## config.mk

```make
export PLATFORM = sky130hd
export DESIGN_NAME = cc_resolve
export DESIGN_NICKNAME = d
export VERILOG_FILES = /design/src/rtl/cc_resolve.sv
export SDC_FILE = /design/constraint.sdc
export NUM_CORES = 1
export LEC_CHECK = 0
export BUFFER_PORTS_ARGS = -buffer_cell sky130_fd_sc_hd__buf_2
export CORE_AREA = 3 3 40 42
export DETAILED_ROUTE_END_ITERATION = 7
export DIE_AREA = 0 0 43 45
export PLACE_DENSITY = 0.68
export SLEW_MARGIN = 20
export SYNTH_ARGS = -nofsm -noshare
export SYNTH_HDL_FRONTEND = slang
export SYNTH_SLANG_ARGS = --single-unit
```

## constraint.sdc

```tcl
create_clock -name clk -period 3.7 [get_ports clk]
set_clock_uncertainty 0.2 [all_clocks]
set_input_delay 0.555 -clock clk [delete_from_list [all_inputs] [get_ports clk]]
set_output_delay 0.555 -clock clk [all_outputs]
set_load 0.1 [all_outputs]
```

## src/rtl/cc_resolve.sv

```systemverilog
// Condition-flag resolve at EX/MEM: forwards MEM flags to predicated EX, stalls on load-zero hazard.
// cond_pass/cc_stall/nxt_* are combinational; the MEM slot and wb_* update one cycle after EX.
module cc_resolve #(
  parameter int REG_W    = 3,
  parameter bit LOAD_STL = 1'b1
) (
  input  logic             clk,
  input  logic             reset,
  input  logic             stall_in,
  input  logic             flush,
  input  logic             ex_valid,
  input  logic [1:0]       ex_cond,
  input  logic             ex_sets_c,
  input  logic             ex_sets_z,
  input  logic             ex_is_load,
  input  logic             ex_carry_res,
  input  logic             ex_zero_res,
  input  logic [REG_W-1:0] ex_rd,
  input  logic             mem_zero_load,
  input  logic             cc_carry,
  input  logic             cc_zero,
  output logic             cond_pass,
  output logic             cc_stall,
  output logic             nxt_carry,
  output logic             nxt_zero,
  output logic             wb_en,
  output logic [REG_W-1:0] wb_rd
);

  logic             m_v, m_sc, m_sz, m_ld, m_c, m_z;
  logic [REG_W-1:0] m_rd;
  logic             eff_c, eff_z, haz, pred;

  always_comb begin
    eff_c = cc_carry;
    eff_z = cc_zero;
    pred  = 1'b1;
    if (m_v && m_sc) eff_c = m_c;
    // A load's zero only exists once the data is back in MEM.
    if (m_v && m_sz) eff_z = m_ld ? mem_zero_load : m_z;
    haz = LOAD_STL & m_v & m_sz & m_ld & ex_valid & (ex_cond == 2'b01);
    case (ex_cond)
      2'b10:   pred = eff_c;
      2'b01:   pred = eff_z;
      default: pred = 1'b1;
    endcase
    cond_pass = reset & ex_valid & ~flush & ~haz & pred;
    cc_stall  = reset & haz & ~stall_in;
    nxt_carry = eff_c;
    nxt_zero  = eff_z;
  end

  always_ff @(posedge clk or negedge reset) begin
    if (!reset) begin
      m_v   <= 1'b0;
      m_sc  <= 1'b0;
      m_sz  <= 1'b0;
      m_ld  <= 1'b0;
      m_c   <= 1'b0;
      m_z   <= 1'b0;
      m_rd  <= '0;
      wb_en <= 1'b0;
      wb_rd <= '0;
    end else if (stall_in) begin
      m_v <= m_v;
    end else if (flush || haz || !ex_valid) begin
      m_v   <= 1'b0;
      m_sc  <= 1'b0;
      m_sz  <= 1'b0;
      m_ld  <= 1'b0;
      wb_en <= 1'b0;
    end else begin
      // A failed predicate still occupies MEM but writes nothing.
      m_v   <= 1'b1;
      m_sc  <= ex_sets_c & cond_pass;
      m_sz  <= ex_sets_z & cond_pass;
      m_ld  <= ex_is_load;
      m_c   <= ex_carry_res;
      m_z   <= ex_zero_res;
      m_rd  <= ex_rd;
      wb_en <= cond_pass;
      wb_rd <= ex_rd;
    end
  end

endmodule

```

# [After elaboration in Yosys (flattened, before gate mapping)]
# Cells that the tools add are included.
[classes] eq_ne=2 n_mux=9 bitwise_logic=16 reduce_logical=6
[ops] operator="1-bit AND" count=12
[ops] operator="1-bit two-way mux" count=8
[ops] operator="1-bit NOT" count=4
[ops] operator="2-bit by 1-bit equality test with 1-bit output (second input constant)" count=1
[ops] operator="2-bit equality test (second input constant)" count=1
[ops] operator="1-bit logical AND" count=2
[ops] operator="1-bit logical OR" count=2
[ops] operator="1-bit case mux with 2 select lines" count=1
[ops] operator="2-bit AND reduction" count=1
[ops] operator="1-bit logical NOT" count=1
[totals] regBits=10 output_inout_bits=8 wordCells=41

# [Longest topological paths before layout]
# Gate-level depths: netlist (run 1).
[logic_depth] word_depth=9 mapped_depth=6 mapped_depth_nobuf=6

# [Worst setup path before layout (run 1)]
# Ideal clock, no wire load.
[synth_path] kind="in2out" startpoint="in mem_zero_load" endpoint="out cond_pass" t_arrival_ns=3.865 slack_ns=-0.920 cell_stages=4 cell_sequence="mux2i_1 -> a31oi_1 -> a221o_1 -> nor3b_2"
[synth_via] elab_chain_len=4
[synth_lines] element="start, declared" line_no="19" source="input logic mem_zero_load,"
[synth_lines] element="1-bit two-way mux (2 in series)" line_no="40" source="if (m_v && m_sz) eff_z = m_ld ? mem_zero_load : m_z;"
[synth_lines] element="named net nxt_zero" line_no="25" source="output logic nxt_zero,"
[synth_lines] element="1-bit case mux with 2 select lines" line_no="42" source="case (ex_cond)"
[synth_lines] element="1-bit AND" line_no="47" source="cond_pass = reset & ex_valid & ~flush & ~haz & pred;"
[synth_lines] element="end, declared" line_no="22" source="output logic cond_pass,"
# The timed path passes the listed nets, and every way through them passes these cells.

# [Worst setup path after layout (run 1)]
[layout_path] startpoint="in ex_cond[0]" endpoint="out cond_pass"
[layout_via] elab_chain_len=5
[layout_lines] element="start, declared" line_no="12" source="input logic [1:0] ex_cond,"
[layout_lines] element="2-bit by 1-bit equality test with 1-bit output" line_no="41, 42"
[layout_lines] element="1-bit AND" line_no="41" source="haz = LOAD_STL & m_v & m_sz & m_ld & ex_valid & (ex_cond == 2'b01);"
[layout_lines] element="1-bit NOT" line_no="47"
[layout_lines] element="1-bit AND" line_no="47"
[layout_lines] element="1-bit AND (*)" line_no="47"
# Every way passes the cells marked *; elsewhere a longest branch is shown, timed or not.

==> results.txt, run 1 <==
- Area fraction of the dominant cell type after synthesis: 47.7%
- Yosys mapped a number of flops with a built-in enable equal to 0.
- By count the netlist is led by sky130_fd_sc_hd__dfrtp_1, sky130_fd_sc_hd__mux2_1, sky130_fd_sc_hd__inv_1.
* Switching share of power: 39.6%
* Cell accounting for the most synthesized area: sky130_fd_sc_hd__dfrtp_1
* Worst-Margin Slew: 0.487 ns
- Startpoint of the most critical setup path: ex_cond[0]
- TritonCTS built the clock tree.
- STA classifies the critical path endpoint as a primary output.
- The core region is 1280 um^2.
* Via count normalized by instance count: 5.16
- The longest clock path from root to sink contains 2 buffers.
* Number of standard-cell rows in the floorplan: 13
* Post-Synthesis Mean Instance Area: 13.1 um^2
- CTS built an H-tree with a depth of 1.
* Net count after synthesis: 60
- Pwr Density: 439 nW/um^2
- Of the synthesized area, sequential elements account for 47.7%.
- Sw power: 123 uW
- Input and output buffers added on the ports amount to 25.
* Placed wire-length estimate: 876 um
- Residual DRC count: 0
- For this run the aggregate overflow at the end of global routing stands at 0.
- Clock tree synthesis selected as its root buffer the cell sky130_fd_sc_hd__clkbuf_4.
- The repair_antennas step left the layout with diodes totalling 0.
- Largest voltage drop on the vdd net: 404 uV
- Worst-skew pair later-pin latency: 0.25 ns
- Chip height: 45 um
* Kind of critical path: in -> out
* Post-Route WL: 1030 um
* Part of the power in combinational logic: 36.3%
* Number of global-route vias before repair: 418
* Required time reported for the critical path endpoint: 2.94 ns
- MaxCap Viol Count: 0
- Unrepaired setup endpoints after global routing: no
- Status: completed
- Fraction of the cycle the final worst path needs: 77.9%
- Count of different cell masters after synthesis: 22
- Number of warnings printed during yosys synthesis: 0
* Fill cell total of the finished layout: 115
* Maximum number of pins on one net before global-route repair: 13
- The detailed router finished its first iteration with 0 violations.
- Clock tree synthesis inserted a total of 3 buffers.
* Detailed-routing iteration count for the pre-antenna-repair pass: 1
* Capture point of the worst path: cond_pass
- The initial utilization of the core area, before any placement, comes to 40.8%.
- X dimension of the die: 43 um
* Worst slack, placed: 0.814 ns
- The startpoint identified for the worst register-to-register timing path is m_v.
* Nets: 90
* Synth Instances: 40
* Via count: 428
- Register-to-register path setup slack: 1.82 ns
* Wire length of the first global-routing pass: 1750 um
- The die covers 1940 um^2.
- Leakage: 0.000377 uW
* Highest fanout seen on the critical path: 4
- Worst-case headroom to the max-slew limit: 67.7%
* Smallest setup slack after layout: 0.817 ns
* Residual antenna-violating net count after detailed routing: 0
* Final setup fails: 0
- Main synth FF type: sky130_fd_sc_hd__dfrtp_1
- Counting flops and latches in the post-synthesis netlist gives 10.
- After layout, the minimum clock period comes to 2.88 ns.
- Number of cells on the worst reg-to-reg path: 4
- Max Clock Freq: 347 MHz
- Clock transition at the registers of the reported paths: 0.06 ns
* Most frequently used cell type in the post-synthesis netlist: sky130_fd_sc_hd__dfrtp_1
- Sequential share of power: 41.8%
- The number of max-slew violations in the final report was 0.
- Layout cells sized above 1: 50.0%
- The area growth from synthesis to layout is 34.6%.
- The synthesized netlist occupies a cell area of 524 um^2.
* Internal power component: 187 uW
* Global-route total usage across every layer: 12.0%
* Routed length per placed instance: 12.3 um
* Placer's final routability congestion estimate: 0.720
- The clock drives 10 sinks.
- Data on the critical path arrives at its endpoint at 2.13 ns.
- Final Hold Viols: 0
* Initial antenna violation count: 0
* Destination of the worst register-to-register timing path: wb_rd[1]
* Async set-or-reset flop fraction in the synthesized netlist: 100%
* Worst min-delay path category: reg -> reg
- Main area contributors after synthesis: sky130_fd_sc_hd__dfrtp_1, sky130_fd_sc_hd__mux2_1, sky130_fd_sc_hd__ha_1
- Critical path startpoint category: input port
- Sum Neg Setup Slack: 0 ns
- During I/O placement, the number of pins put on the boundary was 26.
- Clock share of power: 21.9%
==> flip-flops by register name (all words and copies together) (netlist names) <==
signal,flops
m_v,1
m_ld,1
m_sz,1
m_z,1
wb_rd,3
m_sc,1
wb_en,1
m_c,1
==> power groups by stage <==
stage | sequential (uW) | clock (uW) | combinational (uW)
after floorplan | 180 | 0 | 38.6
after global placement | 131 | 0 | 112
after detailed placement | 131 | 0 | 113
after CTS | 130 | 72.4 | 114
after global routing | 132 | 78.5 | 118
final | 130 | 67.9 | 112
==> area by class of cell <==
type | instances | area (um^2) | area share, %
Clock buffer | 3 | 22.5 | 3.19
Inverter | 3 | 11.3 | 1.60
Multi-Input combinational cell | 26 | 268 | 37.9
Sequential cell | 10 | 250 | 35.5
Tap cell | 15 | 18.8 | 2.66
Timing Repair Buffer | 26 | 135 | 19.1
==> worst min path at each step <==
stage / from / end / cells after the start / slack (ns)
finish: m_z / m_z / 1 / 0.28
floorplan: reset / m_c / 0 / 0.06
global placement: reset / wb_rd[0] / 1 / 0.24
global route: m_z / m_z / 1 / 0.29
CTS: m_z / m_z / 1 / 0.29
detailed placement: reset / wb_rd[0] / 1 / 0.24
==> critical path, cell delays in order <==
cell and delay, ns:
sky130_fd_sc_hd__buf_2 0.11, sky130_fd_sc_hd__ha_1 0.20, sky130_fd_sc_hd__and4_1 0.21, sky130_fd_sc_hd__or3b_4 0.43
sky130_fd_sc_hd__nor3b_4 0.17, sky130_fd_sc_hd__buf_2 0.44
==> layout by cell type, fill, tap and decap left out, drive strengths merged <==
cell type,netlist,routed
a21o,1,1
a21oi,1,1
a221o,1,1
a22o,1,1
a31oi,1,1
a32o,2,2
and4,1,1
and4b,1,1
buf,1,25
clkbuf,0,3
dfrtp,10,10
dlygate4sd3,0,1
ha,2,2
inv,3,3
mux2,6,6
mux2i,1,1
nand2,2,2
nand2b,1,1
nor2,1,1
nor3,1,1
nor3b,1,1
o21ai,1,1
or3b,1,1
==> layer usage <==
| metal | vias up | wire (um) | part of all wire (%) | global-route usage, % |
|---|---|---|---|---|
| met5 | - | 0 | 0 | 0 |
| li1 | 208 | - | - | - |
| met4 | 0 | 0 | 0 | 5.42 |
| met2 | 18 | 522 | 51 | 20.7 |
| met3 | 0 | 106 | 10 | 1.99 |
| met1 | 202 | 396 | 39 | 14.8 |
==> per-stage QoR <==
| stage | cell area, um^2 | util [%] | total power, uW | std cells | hold slack [ns] |
|---|---|---|---|---|---|
| after floorplan | 537 | - | 219 | 40 | 0.0594 |
| after global placement | 673 | 52.4 | 242 | 79 | 0.240 |
| after detailed placement | 673 | 52.4 | 244 | 79 | 0.236 |
| after CTS | 706 | 54.9 | 316 | 83 | 0.287 |
| after global routing | 706 | 54.9 | 329 | 83 | 0.292 |
| final | 706 | 54.9 | 310 | 83 | 0.282 |
==> kinds of logic (layout without fill, tap and decap cells) <==
group / after synthesis / count (layout) / synth area share, %
AO/OA/AOI/OAI: 8 / 8 / 11.9
adder cells (fa/ha/maj): 2 / 2 / 4.77
buffers and inverters: 4 / 32 / 3.58
flip-flops: 10 / 10 / 47.7
multiplexers: 7 / 7 / 15.5
AND/OR/NAND/NOR: 9 / 9 / 16.5
==> repair_timing <==
item	4_1_cts	5_1_grt
buffers inserted	0	0
hold buffers	1	0
setup endpoints to repair	0	0
endpoints found under the hold margin	10	0
gates resized for setup	0	0
Note: power is estimated with default switching activity, not from simulation.
==> inputs of run 2 (changes only) <==
--- a/config.mk
+++ b/config.mk
@@ -6,10 +6,10 @@
 export NUM_CORES = 1
 export LEC_CHECK = 0
 export BUFFER_PORTS_ARGS = -buffer_cell sky130_fd_sc_hd__buf_2
-export CORE_AREA = 3 3 40 42
+export CORE_MARGIN = 3
+export CORE_UTILIZATION = 38
 export DETAILED_ROUTE_END_ITERATION = 7
-export DIE_AREA = 0 0 43 45
-export PLACE_DENSITY = 0.68
+export PLACE_DENSITY = 0.69
 export SLEW_MARGIN = 20
 export SYNTH_ARGS = -nofsm -noshare
 export SYNTH_HDL_FRONTEND = slang
==> constraint.sdc (replaced) <==
create_clock -name clk -period 2.55 [get_ports clk]
set_clock_uncertainty 0.2 [all_clocks]
set_input_delay 0.3825 -clock clk [delete_from_list [all_inputs] [get_ports clk]]
set_output_delay 0.3825 -clock clk [all_outputs]
set_load 0.1 [all_outputs]
==> run 2 against run 1 <==
Global-route usage up 2.4 points. Largest power group unchanged. Highest routed layer is now met4. Sequential share of layout area down 1.7 points. Worst hold slack worse by 0.15 ns. Total power up 60%.
==> results.txt, run 2 (synthesized netlist as in run 1, its figures left out) <==
- IO Port Bufs: 25 (unchanged)
* Nets: 90 (unchanged)
- The number of clock sinks is 10 (unchanged).
- Pwr Density: 670 nW/um^2 (was 439 nW/um^2)
- The maximum cell stage delay along the critical path is 0.46 ns (was 0.44 ns).
* Residual antenna-violating net count after detailed routing: 0 (unchanged)
- The placed cell area came to 696 um^2 (was 673 um^2).
- Leakage: 0.000388 uW (was 0.000377 uW)
- Effective utilization at floorplan: 43.6% (was 40.8%)
- Type of destination of the critical path: primary output (unchanged)
* Floorplan core area: 1200 um^2 (was 1280 um^2)
- Fraction of the cycle the final worst path needs: 94.8%
- # H-tree levels: 1 (unchanged)
* Cell-by-cell trace of the critical path: nand2_1 > mux2_4 > a221o_1 > nor3b_4 > buf_12 (was buf_2 > ha_1 > and4_1 > or3b_4 > nor3b_4 > buf_2)
* Wire length of the first global-routing pass: 1940 um (was 1750 um)
* Final setup fails: 0 (unchanged)
* Highest fanout seen on the critical path: 5 (was 4)
* Topmost layer with routed signal wires: met4 (was met3)
- The number of flip-flops in the largest register came to 3 (unchanged).
- Post-route worst hold slack: 0.133 ns (was 0.282 ns)
* Commonest non-fill, non-tap cells in the layout: sky130_fd_sc_hd__buf_2, sky130_fd_sc_hd__dfrtp_1, sky130_fd_sc_hd__mux2_1 (unchanged)
- Most common cell after layout, fill and taps aside: sky130_fd_sc_hd__buf_2 (unchanged)
* X dimension of the die: 43.1 um (was 43 um)
- The clock network latency to the later pin of the worst-skew pair is 0.26 ns (was 0.25 ns).
- The share of layout cells above drive strength 1 came to 50.7% (was 50.0%).
- The transition at the pin with the smallest max-transition slack is 0.489 ns (was 0.487 ns).
- Root Buffer: sky130_fd_sc_hd__clkbuf_4 (unchanged)
* Placed cell count: 78 (was 79)
* Required time reported for the critical path endpoint: 1.97 ns (was 2.94 ns)
- Maximum number of pins on one net before global-route repair: 13 (unchanged)
* Total routed wire length on the met1 layer: 476 um (was 396 um)
- The worst hold path stage count came to 2 (was 1).
- The number of standard cells in the layout, taps in and fillers out was 83 (unchanged).
- The final-report hold violation count is 0 (unchanged).
- The number of cells upsized or downsized after cts came to 0 (unchanged).
* Placer's final routability congestion estimate: 0.714 (was 0.720)
* Clock transition at the registers of the reported paths: 0.07 ns (was 0.06 ns)
* Die Area: 1860 um^2 (was 1940 um^2)
- The aggregate global routing overflow came to 0 (unchanged).
- Number of standard-cell rows in the floorplan: 12 (was 13)
* Chip height: 43.1 um (was 45 um)
* Area grow syn2layout: 41.5% (was 34.6%)
- The average via count per standard cell came to 5.10 (was 5.16).
- Post-Route WL: 1120 um (was 1030 um)
- The global-route usage over all layers came to 14.4% (was 12.0%).
- The register name with the most flops is wb_rd (unchanged).
- Max Clock Freq: 414 MHz
- The number of DRC violations after detailed-routing iteration 0 was 3 (was 0).
- The number of ports placed on the die boundary came to 26 (unchanged).
* Placed wire-length estimate: 901 um (was 876 um)
- Residual DRC count: 0 (unchanged)
* Data arrival time of the worst path: 1.84 ns (was 2.13 ns)
- Number of CTS-inserted buffers: 3 (unchanged)
* Number of global-route vias before repair: 469 (was 418)
- Status: completed (unchanged).
* TritonCTS clock tree: yes (unchanged)
- The number of antenna violations at the first check in global routing was 0 (unchanged).
- The number of max-slew violations in the final report was 0 (unchanged).
- The post-detailed-route wirelength per cell is 13.5 um (was 12.3 um).
- Worst-case headroom to the max-slew limit: 67.6% (was 67.7%)
- The routed via count came to 423 (was 428).
- The number of diodes is 0 (unchanged).
* MaxCap Viol Count: 0 (unchanged)
- The critical path's slowest cell is sky130_fd_sc_hd__dfrtp_1 (was sky130_fd_sc_hd__buf_2).
- The buffer levels on the longest clock path was 2 (unchanged).
* Detailed-routing iteration count for the pre-antenna-repair pass: 2 (was 1)
* Number of cells on the worst reg-to-reg path: 4 (unchanged)
* Kind of critical path: reg -> out (was in -> out)
- Metal2 WL: 558 um (was 522 um)
- The sum of negative setup slack is 0 ns (unchanged).
- Unrepaired setup endpoints after global routing: no (unchanged).
- The launching element type of the critical path is a flip-flop (was input port).
- Final Critical Period: 2.42 ns
- Worst min-delay path category: in -> reg (was reg -> reg)
* Met3 Routed Length: 79 um (was 106 um)
* Largest voltage drop on the vdd net: 473 uV (was 404 uV)
- The area of all placed cells without fillers is 742 um^2 (was 706 um^2).
==> run 2: power breakdown <==
part / leakage, uW / total (uW) / switching, uW / internal [uW]
registers: 0.000127 / 189 / 11.2 / 177
logic: 0.000240 / 167 / 125 / 42.8
clock network: 0.0000210 / 141 / 54.3 / 86.6
==> run 2: through the flow <==
step	total power [uW]	setup WS, ns	util, %
floorplan	320	-0.358	-
global placement	357	0.218	57.9
detailed placement	359	0.170	57.9
CTS	505	0.126	61.8
global route	524	0.0252	61.8
finish	497	0.132	61.8
==> run 2: critical path: cells and delay by family, from the launching register on <==
kind                   cells  cell delay (ns)
DFF                        1             0.46
AOI/OAI and AO/OA          1             0.35
muxes                      1             0.31
and+or+nand+nor            2             0.28
buffers and inverters      1             0.16
==> run 2: layout make-up <==
class                   instances  area (um^2)
multi-input cells              26          277
flip-flops and latches         10          250
clock buffers                   4         36.3
well taps                      14         17.5
inverters                       3         11.3
repair buffers                 26          150
fillers                       100          459
==> run 2: per-layer routing <==
layer	GRT usage, %	vias to the layer above
li1	-	206
met1	16.8	200
met2	21.8	15
met3	4.66	2
met4	10.2	0
met5	0	-
==> run 2: path summary, 6_finish.rpt <==
check                           slack (ns)         to  startpoint
min in group asynchronous             0.31   wb_rd[1]       reset
max in group asynchronous             1.64      wb_en       reset
worst min register to register        0.29   wb_rd[2]    wb_rd[2]
worst max register to register        0.63        m_c         m_v
worst max-delay path                  0.13  cond_pass         m_v
worst min-delay path                  0.13   wb_rd[2]    ex_rd[2]
==> run 2: timing repair <==
action                    in CTS  in global routing
hold buffers                   1                  0
setup buffers                  0                  0
hold endpoints to repair      10                  0
==> inputs of run 3 (changes only) <==
==> constraint.sdc (replaced) <==
create_clock -name clk -period 2.55 [get_ports clk]
set_clock_uncertainty 0.2 [all_clocks]
set_input_delay 0.1275 -clock clk [delete_from_list [all_inputs] [get_ports clk]]
set_output_delay 0.1275 -clock clk [all_outputs]
set_load 0.1 [all_outputs]
==> run 3 against run 2 <==
Final cell count up 8.4%. Global-route usage barely moved. Design area rose by 6.9%. Wire length rose by 7.7%. Sequential power about the same. Highest routed layer unchanged. Clock-buffer cell count shrank 1. Total power fell by 6.9%. Worst hold slack got worse by 0.075 ns. Combinational power rose by 5%.
==> results.txt, run 3 (synthesized netlist as in run 1, its figures left out) <==
* Sw power: 182 uW (was 190 uW)
- Placed cell count: 78 (unchanged)
- Chip height: 43.1 um (unchanged)
- The ratio of final minimum period to clock period was 90.0% (was 94.8%).
- Placer's final routability congestion estimate: 0.730 (was 0.714)
- The power density over cell area was 583 nW/um^2 (was 670 nW/um^2).
- Finished Layout Cells: 90 (was 83)
* Post-cts sizing count: 0 (unchanged)
- Destination of the worst register-to-register timing path: wb_rd[1] (was m_c)
* Sum Neg Setup Slack: 0 ns (unchanged)
- The number of clock sinks is 10 (unchanged).
* Die Area: 1860 um^2 (unchanged)
- Switching share of power: 39.4% (was 38.3%)
* Final Critical Period: 2.29 ns (was 2.42 ns)
* Root Buffer: sky130_fd_sc_hd__clkbuf_4 (unchanged)
- The max-cap check violation count was 0 (unchanged).
* X dimension of the die: 43.1 um (unchanged)
* Sequential share of power: 40.8% (was 37.9%)
* Capture point of the worst path: cond_pass (unchanged)
* Critical path startpoint category: flip-flop (unchanged)
- Unrepaired setup endpoints after global routing: no (unchanged).
- Kind of critical path: reg -> out (unchanged)
- The first-pass GRT wire length is 1990 um (was 1940 um).
- Worst-case headroom to the max-slew limit: 67.8% (was 67.6%)
- Final setup fails: 0 (unchanged)
- The endpoint type of the worst setup path is a primary output (unchanged).
* Routed length per placed instance: 13.4 um (was 13.5 um)
- The worst setup slack before clock tree synthesis is 0.503 ns (was 0.170 ns).
- Floorplan core area: 1200 um^2 (unchanged)
* Initial DRC count: 10 (was 3)
* Initial antenna violation count: 0 (unchanged)
- Count of boundary I/O pins: 26 (unchanged)
- Number of cells on the worst reg-to-reg path: 4 (unchanged)
- Placed wire-length estimate: 861 um (was 901 um)
* Part of the power in combinational logic: 38.0% (was 33.7%)
- The number of max-slew violations in the final report is 0 (unchanged).
- The transition at the pin with the smallest max-transition slack is 0.487 ns (was 0.489 ns).
- The total number of nets in the final design came to 98 (was 90).
- The number of flip-flops in the largest register is 3 (unchanged).
* Data arrival time of the worst path: 1.97 ns (was 1.84 ns)
- Via count: 467 (was 423)
- Clock transition at the registers of the reported paths: 0.06 ns (was 0.07 ns)
* Total non-filler cell area in the finished layout: 793 um^2 (was 742 um^2)
- Maximum number of pins on one net before global-route repair: 13 (unchanged)
- The maximum fanout encountered on the critical timing path came to 5 (unchanged).
* Final Hold Viols: 0 (unchanged)
- The type of the worst min-delay path was in -> async (was in -> reg).
* Number of standard-cell rows in the floorplan: 12 (unchanged)
* Overall power after layout: 463 uW (was 497 uW)
- The synthesis-to-layout area growth came to 51.3% (was 41.5%).
- Diodes inserted: 0 (unchanged)
- The source of the critical timing path was m_v (unchanged).
- Effective utilization at floorplan: 43.6% (unchanged)
* Launching point of the worst reg2reg path: m_v (unchanged)
- The placed cell area is 681 um^2 (was 696 um^2).
- The TritonCTS clock tree was yes (unchanged).
* Residual DRC count: 0 (unchanged)
* Number of CTS-inserted buffers: 3 (unchanged)
- # H-tree levels: 1 (unchanged)
* Most common cell after layout, fill and taps aside: sky130_fd_sc_hd__buf_2 (unchanged)
- The reported leakage power was 0.000411 uW (was 0.000388 uW).
- Required time reported for the critical path endpoint: 2.22 ns (was 1.97 ns)
- The register name with the most flops is wb_rd (unchanged).
- Internal power component: 281 uW (was 307 uW)
- The register-to-register setup slack was 0.66 ns (was 0.63 ns).
- The maximum achievable frequency is 436 MHz (was 414 MHz).
- Smallest setup slack after layout: 0.256 ns (was 0.132 ns)
- Number of global-route vias before repair: 497 (was 469)
- The final routed wirelength across all metal layers is 1210 um (was 1120 um).
- Residual antenna-violating net count after detailed routing: 0 (unchanged)
- Worst-skew pair later-pin latency: 0.25 ns (was 0.26 ns)
- Overall overflow remaining after global route: 0 (unchanged)
- Commonest non-fill, non-tap cells in the layout: sky130_fd_sc_hd__buf_2, sky130_fd_sc_hd__dfrtp_1, sky130_fd_sc_hd__dlygate4sd3_1 (was sky130_fd_sc_hd__buf_2, sky130_fd_sc_hd__dfrtp_1, sky130_fd_sc_hd__mux2_1).
- Detailed-routing iteration count for the pre-antenna-repair pass: 5 (was 2)
- Via count normalized by instance count: 5.19 (was 5.10)
* Clock share of power: 21.3% (was 28.4%)
- CTS Buffer Depth: 2 (unchanged)
- The share of layout cells above drive strength 1 came to 44.7% (was 50.7%).
- IO Port Bufs: 25 (unchanged)
- Status: completed (unchanged)
- Global-route total usage across every layer: 14.4% (about the same)
* Largest voltage drop on the vdd net: 372 uV (was 473 uV)
[run 3: power by group through the flow]
| stage | clock (uW) | combinational [uW] | sequential, uW |
|---|---|---|---|
| 4_1_cts | 103 | 176 | 189 |
| 2_1_floorplan | 0 | 58.2 | 262 |
| 3_3_place_gp | 0 | 164 | 191 |
| 6_report | 98.4 | 176 | 189 |
| 3_5_place_dp | 0 | 166 | 192 |
| 5_1_grt | 110 | 185 | 191 |
[run 3: final cells by class]
type / instances / area (um^2)
fill: 104 / 408
multi-input combinational: 26 / 277
sequential: 10 / 250
timing repair buffer: 34 / 215
clock buffer: 3 / 22.5
tap: 14 / 17.5
inverter: 3 / 11.3
[run 3: how the worst min path moves through the flow]
stage / start / to / slack [ns] / cells after the start
CTS: reset / wb_rd[2] / 0.06 / 2
finish: reset / wb_rd[2] / 0.06 / 2
global placement: reset / wb_rd[2] / -0.19 / 1
global route: reset / m_sc / 0.09 / 2
detailed placement: reset / wb_rd[2] / -0.20 / 1
floorplan: reset / m_c / -0.37 / 0
[run 3: critical path, cell delays in order, from the launching register on]
cell	delay, ns
sky130_fd_sc_hd__dfrtp_1	0.44
sky130_fd_sc_hd__and4_1	0.21
sky130_fd_sc_hd__or3b_4	0.44
sky130_fd_sc_hd__nor3b_4	0.18
sky130_fd_sc_hd__buf_2	0.44
[run 3: metal layers]
layer  share of wire (%)  track usage (%)  up-vias
met2                  57             27.7       22
met4                0.50             5.42        0
met5                   0                0        -
li1                    -                -      224
met1                  35             14.5      219
met3                 7.7             3.39        2
[run 3: stage by stage]
stage	utilization [%]	hold slack, ns
6_report	66.0	0.0582
2_1_floorplan	-	-0.368
4_1_cts	66.0	0.0580
5_1_grt	66.0	0.0896
3_3_place_gp	56.7	-0.189
3_5_place_dp	56.7	-0.196
[run 3: timing repair]
item,4_1_cts,5_1_grt
hold buffers,9,0
setup buffers,0,0
hold endpoints to repair,18,0
